<file path="src/rtl/multicycle_ctrl_pkg.sv">
// rtl/multicycle_ctrl_pkg.sv - shared control/instruction definitions for the multicycle controller
package multicycle_ctrl_pkg;

  typedef enum logic [3:0] {
    S_FETCH    = 4'd0,
    S_DECODE   = 4'd1,
    S_EXE_R    = 4'd2,
    S_EXE_I    = 4'd3,
    S_MEM_ADDR = 4'd4,
    S_MEM_RD   = 4'd5,
    S_MEM_WR   = 4'd6,
    S_WB_ALU   = 4'd7,
    S_WB_MEM   = 4'd8,
    S_BRANCH   = 4'd9,
    S_JUMP     = 4'd10
  } state_e;

  localparam logic [4:0] ALU_ADDU = 5'd0;
  localparam logic [4:0] ALU_SUBU = 5'd1;
  localparam logic [4:0] ALU_ADD  = 5'd2;
  localparam logic [4:0] ALU_SUB  = 5'd3;
  localparam logic [4:0] ALU_OR   = 5'd4;
  localparam logic [4:0] ALU_AND  = 5'd5;
  localparam logic [4:0] ALU_SLT  = 5'd6;
  localparam logic [4:0] ALU_SLL  = 5'd7;
  localparam logic [4:0] ALU_SRL  = 5'd8;
  localparam logic [4:0] ALU_LUI  = 5'd9;
  localparam logic [4:0] ALU_EQL  = 5'd10;
  localparam logic [4:0] ALU_BNE  = 5'd11;

  localparam logic [1:0] EXT_ZERO   = 2'b00;
  localparam logic [1:0] EXT_SIGNED = 2'b01;

  localparam logic [1:0] PC_PLUS4  = 2'b00;
  localparam logic [1:0] PC_BRANCH = 2'b01;
  localparam logic [1:0] PC_JUMP   = 2'b10;

  localparam logic [1:0] ALUB_REG     = 2'b00;
  localparam logic [1:0] ALUB_FOUR    = 2'b01;
  localparam logic [1:0] ALUB_IMM     = 2'b10;
  localparam logic [1:0] ALUB_IMM_SH2 = 2'b11;

  localparam logic [5:0] OP_RTYPE = 6'b000000;
  localparam logic [5:0] OP_J     = 6'b000010;
  localparam logic [5:0] OP_BEQ   = 6'b000100;
  localparam logic [5:0] OP_BNE   = 6'b000101;
  localparam logic [5:0] OP_ADDI  = 6'b001000;
  localparam logic [5:0] OP_ORI   = 6'b001101;
  localparam logic [5:0] OP_LUI   = 6'b001111;
  localparam logic [5:0] OP_LW    = 6'b100011;
  localparam logic [5:0] OP_SW    = 6'b101011;

  localparam logic [5:0] FN_SLL  = 6'b000000;
  localparam logic [5:0] FN_SRL  = 6'b000010;
  localparam logic [5:0] FN_ADD  = 6'b100000;
  localparam logic [5:0] FN_ADDU = 6'b100001;
  localparam logic [5:0] FN_SUB  = 6'b100010;
  localparam logic [5:0] FN_SUBU = 6'b100011;
  localparam logic [5:0] FN_AND  = 6'b100100;
  localparam logic [5:0] FN_OR   = 6'b100101;
  localparam logic [5:0] FN_SLT  = 6'b101010;

endpackage

</file>
<file path="src/rtl/multicycle_ctrl_alu_funct_dec.sv">
// rtl/multicycle_ctrl_alu_funct_dec.sv - R-type funct to ALU operation decoder
module alu_funct_dec
  import multicycle_ctrl_pkg::*;
(
  input  logic [5:0] funct,
  output logic [4:0] aluctrl,
  output logic       valid
);

  always_comb begin
    aluctrl = ALU_ADDU;
    valid   = 1'b1;
    case (funct)
      FN_ADDU: aluctrl = ALU_ADDU;
      FN_SUBU: aluctrl = ALU_SUBU;
      FN_ADD:  aluctrl = ALU_ADD;
      FN_SUB:  aluctrl = ALU_SUB;
      FN_OR:   aluctrl = ALU_OR;
      FN_AND:  aluctrl = ALU_AND;
      FN_SLT:  aluctrl = ALU_SLT;
      FN_SLL:  aluctrl = ALU_SLL;
      FN_SRL:  aluctrl = ALU_SRL;
      default: valid = 1'b0;
    endcase
  end

endmodule

</file>
<file path="src/rtl/multicycle_ctrl.sv">
// rtl/multicycle_ctrl.sv - multicycle MIPS-subset control FSM with retired-instruction counter
module multicycle_ctrl
  import multicycle_ctrl_pkg::*;
#(
  parameter int CNT_W = 16
) (
  input  logic             clk,
  input  logic             rst,
  input  logic [5:0]       OpCode,
  input  logic [5:0]       funct,
  input  logic             zero,
  input  logic             mem_ready,
  output logic             pc_wr,
  output logic             ir_wr,
  output logic             iord,
  output logic             mem_rd,
  output logic             mem_wr,
  output logic             reg_wr,
  output logic             reg_dst,
  output logic             mem2r,
  output logic             alusrc_a,
  output logic [1:0]       pc_src,
  output logic [1:0]       alusrc_b,
  output logic [1:0]       ext_op,
  output logic [4:0]       aluctrl,
  output logic [3:0]       state,
  output logic             instr_done,
  output logic             illegal,
  output logic [CNT_W-1:0] instr_cnt
);

  state_e           state_q, state_d;
  logic [5:0]       op_q, op_d;
  logic [5:0]       funct_q, funct_d;
  logic [CNT_W-1:0] cnt_q, cnt_d;

  logic       iord_q, iord_d;
  logic       mem_rd_q, mem_rd_d;
  logic       mem_wr_q, mem_wr_d;
  logic       reg_wr_q, reg_wr_d;
  logic       reg_dst_q, reg_dst_d;
  logic       mem2r_q, mem2r_d;
  logic       alusrc_a_q, alusrc_a_d;
  logic [1:0] pc_src_q, pc_src_d;
  logic [1:0] alusrc_b_q, alusrc_b_d;
  logic [1:0] ext_op_q, ext_op_d;
  logic [4:0] aluctrl_q, aluctrl_d;

  logic [4:0] fn_alu;
  logic       fn_valid;
  logic       fetch_act;
  logic       branch_taken;

  // funct_d is the live IR field in DECODE and the captured copy afterwards
  alu_funct_dec u_funct_dec (
    .funct   (funct_d),
    .aluctrl (fn_alu),
    .valid   (fn_valid)
  );

  // mem_rd_q is low in FETCH only for the idle cycle straight out of reset
  assign fetch_act    = (state_q == S_FETCH) && mem_rd_q;
  assign branch_taken = (state_q == S_BRANCH) &&
                        (((op_q == OP_BEQ) && zero) || ((op_q == OP_BNE) && !zero));

  assign ir_wr      = fetch_act && mem_ready;
  assign pc_wr      = ir_wr || branch_taken || (state_q == S_JUMP);
  assign instr_done = (state_q == S_WB_ALU) || (state_q == S_WB_MEM) ||
                      (state_q == S_BRANCH) || (state_q == S_JUMP) ||
                      ((state_q == S_MEM_WR) && mem_ready);
  assign illegal    = (state_q == S_DECODE) && (state_d == S_FETCH);

  assign iord      = iord_q;
  assign mem_rd    = mem_rd_q;
  assign mem_wr    = mem_wr_q;
  assign reg_wr    = reg_wr_q;
  assign reg_dst   = reg_dst_q;
  assign mem2r     = mem2r_q;
  assign alusrc_a  = alusrc_a_q;
  assign pc_src    = pc_src_q;
  assign alusrc_b  = alusrc_b_q;
  assign ext_op    = ext_op_q;
  assign aluctrl   = aluctrl_q;
  assign state     = state_q;
  assign instr_cnt = cnt_q;

  always_comb begin
    state_d = state_q;
    op_d    = op_q;
    funct_d = funct_q;
    cnt_d   = cnt_q + {{(CNT_W-1){1'b0}}, instr_done};

    case (state_q)
      S_FETCH: if (fetch_act && mem_ready) state_d = S_DECODE;
      S_DECODE: begin
        op_d    = OpCode;
        funct_d = funct;
        case (OpCode)
          OP_RTYPE:              state_d = fn_valid ? S_EXE_R : S_FETCH;
          OP_ORI, OP_ADDI, OP_LUI: state_d = S_EXE_I;
          OP_LW, OP_SW:          state_d = S_MEM_ADDR;
          OP_BEQ, OP_BNE:        state_d = S_BRANCH;
          OP_J:                  state_d = S_JUMP;
          default:               state_d = S_FETCH;
        endcase
      end
      S_EXE_R, S_EXE_I: state_d = S_WB_ALU;
      S_MEM_ADDR:       state_d = (op_q == OP_LW) ? S_MEM_RD : S_MEM_WR;
      S_MEM_RD:         if (mem_ready) state_d = S_WB_MEM;
      S_MEM_WR:         if (mem_ready) state_d = S_FETCH;
      default:          state_d = S_FETCH;
    endcase

    // Outputs are registered, so they are decoded from the state being entered
    iord_d     = 1'b0;
    mem_rd_d   = 1'b0;
    mem_wr_d   = 1'b0;
    reg_wr_d   = 1'b0;
    reg_dst_d  = 1'b0;
    mem2r_d    = 1'b0;
    alusrc_a_d = 1'b0;
    pc_src_d   = PC_PLUS4;
    alusrc_b_d = ALUB_REG;
    ext_op_d   = EXT_ZERO;
    aluctrl_d  = ALU_ADDU;

    case (state_d)
      S_FETCH: begin
        mem_rd_d   = 1'b1;
        alusrc_b_d = ALUB_FOUR;
      end
      S_DECODE: alusrc_b_d = ALUB_IMM_SH2;
      S_EXE_R: begin
        alusrc_a_d = 1'b1;
        aluctrl_d  = fn_alu;
      end
      S_EXE_I: begin
        alusrc_a_d = 1'b1;
        alusrc_b_d = ALUB_IMM;
        case (op_d)
          OP_ORI:  aluctrl_d = ALU_OR;
          OP_ADDI: begin
            ext_op_d  = EXT_SIGNED;
            aluctrl_d = ALU_ADD;
          end
          default: aluctrl_d = ALU_LUI;
        endcase
      end
      S_WB_ALU: begin
        reg_wr_d  = 1'b1;
        reg_dst_d = (op_d == OP_RTYPE);
      end
      S_MEM_ADDR: begin
        alusrc_a_d = 1'b1;
        alusrc_b_d = ALUB_IMM;
        ext_op_d   = EXT_SIGNED;
        aluctrl_d  = ALU_ADD;
      end
      S_MEM_RD: begin
        iord_d   = 1'b1;
        mem_rd_d = 1'b1;
      end
      S_MEM_WR: begin
        iord_d   = 1'b1;
        mem_wr_d = 1'b1;
      end
      S_WB_MEM: begin
        reg_wr_d = 1'b1;
        mem2r_d  = 1'b1;
      end
      S_BRANCH: begin
        alusrc_a_d = 1'b1;
        aluctrl_d  = ALU_SUB;
        pc_src_d   = PC_BRANCH;
      end
      S_JUMP:  pc_src_d = PC_JUMP;
      default: ;
    endcase
  end

  always_ff @(posedge clk or posedge rst) begin
    if (rst) begin
      state_q    <= S_FETCH;
      op_q       <= 6'd0;
      funct_q    <= 6'd0;
      cnt_q      <= '0;
      iord_q     <= 1'b0;
      mem_rd_q   <= 1'b0;
      mem_wr_q   <= 1'b0;
      reg_wr_q   <= 1'b0;
      reg_dst_q  <= 1'b0;
      mem2r_q    <= 1'b0;
      alusrc_a_q <= 1'b0;
      pc_src_q   <= 2'b00;
      alusrc_b_q <= 2'b00;
      ext_op_q   <= 2'b00;
      aluctrl_q  <= 5'd0;
    end else begin
      state_q    <= state_d;
      op_q       <= op_d;
      funct_q    <= funct_d;
      cnt_q      <= cnt_d;
      iord_q     <= iord_d;
      mem_rd_q   <= mem_rd_d;
      mem_wr_q   <= mem_wr_d;
      reg_wr_q   <= reg_wr_d;
      reg_dst_q  <= reg_dst_d;
      mem2r_q    <= mem2r_d;
      alusrc_a_q <= alusrc_a_d;
      pc_src_q   <= pc_src_d;
      alusrc_b_q <= alusrc_b_d;
      ext_op_q   <= ext_op_d;
      aluctrl_q  <= aluctrl_d;
    end
  end

endmodule

</file>
<file path="config.mk">
export PLATFORM = sky130hd
export DESIGN_NAME = multicycle_ctrl
export DESIGN_NICKNAME = d
export VERILOG_FILES = /design/src/rtl/multicycle_ctrl_pkg.sv /design/src/rtl/multicycle_ctrl_alu_funct_dec.sv /design/src/rtl/multicycle_ctrl.sv
export SDC_FILE = /design/constraint.sdc
export NUM_CORES = 1
export LEC_CHECK = 0
export CELL_PAD_IN_SITES_DETAIL_PLACEMENT = 0
export CELL_PAD_IN_SITES_GLOBAL_PLACEMENT = 1
export CORE_MARGIN = 5
export CORE_UTILIZATION = 38
export DETAILED_ROUTE_END_ITERATION = 16
export PLACE_DENSITY = 0.8
export SETUP_SLACK_MARGIN = 0.3
export SYNTH_ARGS = -nofsm -noshare
export SYNTH_HDL_FRONTEND = slang
export SYNTH_SLANG_ARGS = --single-unit
export TNS_END_PERCENT = 50
</file>
<file path="constraint.sdc">
create_clock -name clk -period 3.2 [get_ports clk]
set_input_delay 0.64 -clock clk [delete_from_list [all_inputs] [get_ports clk]]
set_output_delay 0.64 -clock clk [all_outputs]
set_load 0.01 [all_outputs]
</file>
==> metrics.md <==
| Metric | Value |
|---|---|
| Routed Wire Length | 6.49 mm |
| Die H | 91.6 um |
| Via count of the routed design | 2317 |
| Avg Cell Area, Syn | 9.24 um^2 |
| FFs w/ async S/R, synth | 100% |
| Clock sinks | 48 |
| CTS tree | done |
| Min cycle time layout | 3.24 ns |
| Final Cell Area | 0.00367 mm^2 |
| Critical path's slowest cell | or4_4 |
| I/O pin cnt | 58 |
| Site Rows | 29 |
| Area leader, netlist | dfrtp_1 |
| Most frequent cells in the layout | buf_4 (52), clkdlybuf4s50_1 (47), dfrtp_1 (46), nand2_1 (45), nor2_1 (21) |
| Maximum number of pins on one net before global-route repair | 24 |
| Initial DRC Count | 71 |
| Mapped Area | 0.00253 mm^2 |
| Initial antenna violation count | 0 |
| Tcrit/Tclk final | 101% |
| Most used DFF post-synth | dfrtp_1 |
| Pins Over Slew Limit | 0 |
| TritonRoute pass-1 iters | 4 |
| Gp weighted congestion | 0.860 |
| Final setup violating endpoints | 1 |
| Area Overhead vs Synth | 45.1% |
| Drt drc | 0 |
| Post-synth EDFFs | 0 |
| Avg WL per Cell | 14.4 um |
| GRT met3 Usage | 2.95% |
| Final WS setup | -0.0449 ns |
| Worst-Margin Slew | 0.512 ns |
| Most common cell after layout, fill and taps aside | buf_4 |
| Root Buffer | clkbuf_8 |
| Total congestion overflow | 0 |
| Cells after synthesis | 274 |
| Nets | 390 |
| Antenna cells | 0 |
| CTS buffer count | 5 |
| Dpl cell area | 0.00344 mm^2 |
| CTS H-tree depth | 2 |
| Critical path, cell by cell | nor4b_4 > nor4_2 > or4_4 > a2111oi_4 > o21a_1 > inv_4 > nor3_4 > buf_6 |
| Post-route ant nets | 0 |
| GR Util All Layers | 15.9% |
| Yosys warning count | 0 |
| Min-Delay Path Class | reg2reg |
| Filler cells | 599 |
| Pwr/cell area | 788 mW/mm^2 |
| First-pass GRT wire length | 10.9 mm |
| Startpoint types | flip-flop |
| Initial core utilization | 39.4% |
| Core area | 0.00642 mm^2 |
| Clk Latency, worst-skew pair | 0.31 ns |
| Layer carrying the most global-route usage | met2 |
| Seq/Total Area, Yosys | 47.5% |
| Placement Setup Slack | -0.695 ns |
| Yosys cell types | 53 |
| Violated checks | setup timing |
| Fmax | 308 MHz |
| Worst-case clock buffer depth | 2 |
| Grt met2 use | 25.3% |
| Detailed placement HPWL | 4.99 mm |
| Max-slew headroom | 65.8% |
| Arr. time, crit path | 2.60 ns |
| Slowest Stage Delay on Critical Path | 0.54 ns |
| Hold_buf cts | 0 |
| Layout Cells excl Fill | 450 |
| Yosys top cell area share | 47.5% |
| Die Wd | 91.6 um |
| Setup crit end kind | primary output |
| Static Leak | 0.00171 uW |
| Clock transition at path regs | 0.10 ns |
| CP Class | reg2out |
| CP bufs+invs | 2 |
| Clk_skew | 0.0112 ns |
| Worst vdd ir | 364 uV |
| Yosys reg bits | 48 |
| Met1 GRT Util | 22.1% |
| Critical Path Fanout Max | 4 |
| Worst EP required | 2.56 ns |
| Vias in the first global route | 2285 |
| Max-cap viol count | 0 |
| Delay-heaviest family, CP | simple AND/OR/NAND/NOR gates |
| Synth area leaders | dfrtp_1 (47%), nand2_1 (6.7%), xnor2_1 (3.8%), nor2_1 (3.1%), nand3_1 (3.0%) |
| Share of cells above drive strength 1 | 21.2% |
| Run status | complete, but fails checks |
| Die area | 0.00839 mm^2 |
| Vias per inst | 5.15 |
| Unrepaired setup endpoints after global routing | yes |
| # placed instances | 436 |
| Count of final hold-check violations | 0 |
| I/O Buffers | 55 |
-- cells in the mapped netlist, drive strengths merged, types with 6 or more instances --
master / instances
nand3: 15
nand2: 45
o21ai: 8
nand4: 8
xor2: 6
a21oi: 10
nor2: 21
buf: 8
inv: 12
nor3: 7
clkbuf: 9
xnor2: 11
dfrtp: 48
-- where the power goes --
group	internal (uW)	leakage [uW]	switching, uW	total, uW
clock	315	0.0000687	217	531
sequential	793	0.000625	166	959
combinational	718	0.00102	685	1400
-- cell type report --
type                    instances  area, um^2  area share (%)
multi-input cells             198        1250            34.0
flip-flops and latches         48        1200            32.8
repair buffers                107         941            25.6
well taps                      77        96.3            2.62
clock buffers                   5        68.8            1.87
clock inverters                 3        68.8            1.87
inverters                      12        47.5            1.29
-- worst register-to-register path, cell delays in order, from the launching register on --
cell,delay [ns]
dfrtp_2,0.45
nor4b_4,0.40
buf_4,0.25
mux2i_1,0.25
a21boi_1,0.33
a2111oi_4,0.09
o21a_1,0.25
buf_4,0.15
buf_4,0.12
buf_4,0.15
o31ai_1,0.28
-- what timing repair did --
action                                  in CTS  in global routing
resized for setup                           12                  9
endpoints found under the hold margin        0                  0
endpoints found under the setup margin       1                  5
pin swaps                                    4                  7
buffers inserted                             3                  3
-- path summary, 6_finish.rpt --
check | start | slack [ns] | to | depth (start not counted)
setup / recovery | state[1] | -0.04 | illegal | 8
hold / removal | instr_cnt[15] | 0.49 | instr_cnt[15] | 1
setup reg to reg | state[1] | 0.37 | aluctrl[1] | 10
hold reg to reg | instr_cnt[15] | 0.49 | instr_cnt[15] | 1
max in group asynchronous | rst | 1.90 | instr_cnt[13] | 3
min in group asynchronous | rst | 0.68 | state[3] | 2
-- metal layers --
metal	vias up	part of all wire [%]
met2	54	47
li1	1153	-
met4	0	1.3
met5	-	0
met1	1101	47
met3	9	4.6
-- per-stage QoR --
step | util (%) | TNS [ns] | hold WS, ns | power, uW
global placement | 53.6 | -0.646 | 0.463 | 2250
finish | 57.2 | -0.0449 | 0.489 | 2890
CTS | 56.3 | -0.0780 | 0.495 | 2850
floorplan | - | 0 | 0.461 | 1680
global route | 57.2 | -0.181 | 0.524 | 3110
detailed placement | 53.6 | -0.695 | 0.483 | 2270
-- logic make-up (layout without fill, tap and decap cells) --
kind of cell    count (synthesis)  in the layout  synth area share [%]
xor+xnor                       17             17                  5.88
other cells                     1              2                 0.148
flops                          48             48                  47.5
mux                             6              6                  2.42
simple gates                  131            131                  26.7
buf+inv                        29            127                  5.49
fa+ha+maj                       2              2                 0.988
compound gates                 40             40                  10.9
-- sequential cells by signal, indices dropped and copies added (netlist names), 2 cells and up --
signal	count
instr_cnt	16
pc_src	2
alusrc_b	2
state	4
funct_q	6
aluctrl	4
op_q	6
Power figures use the tool's default switching activity.
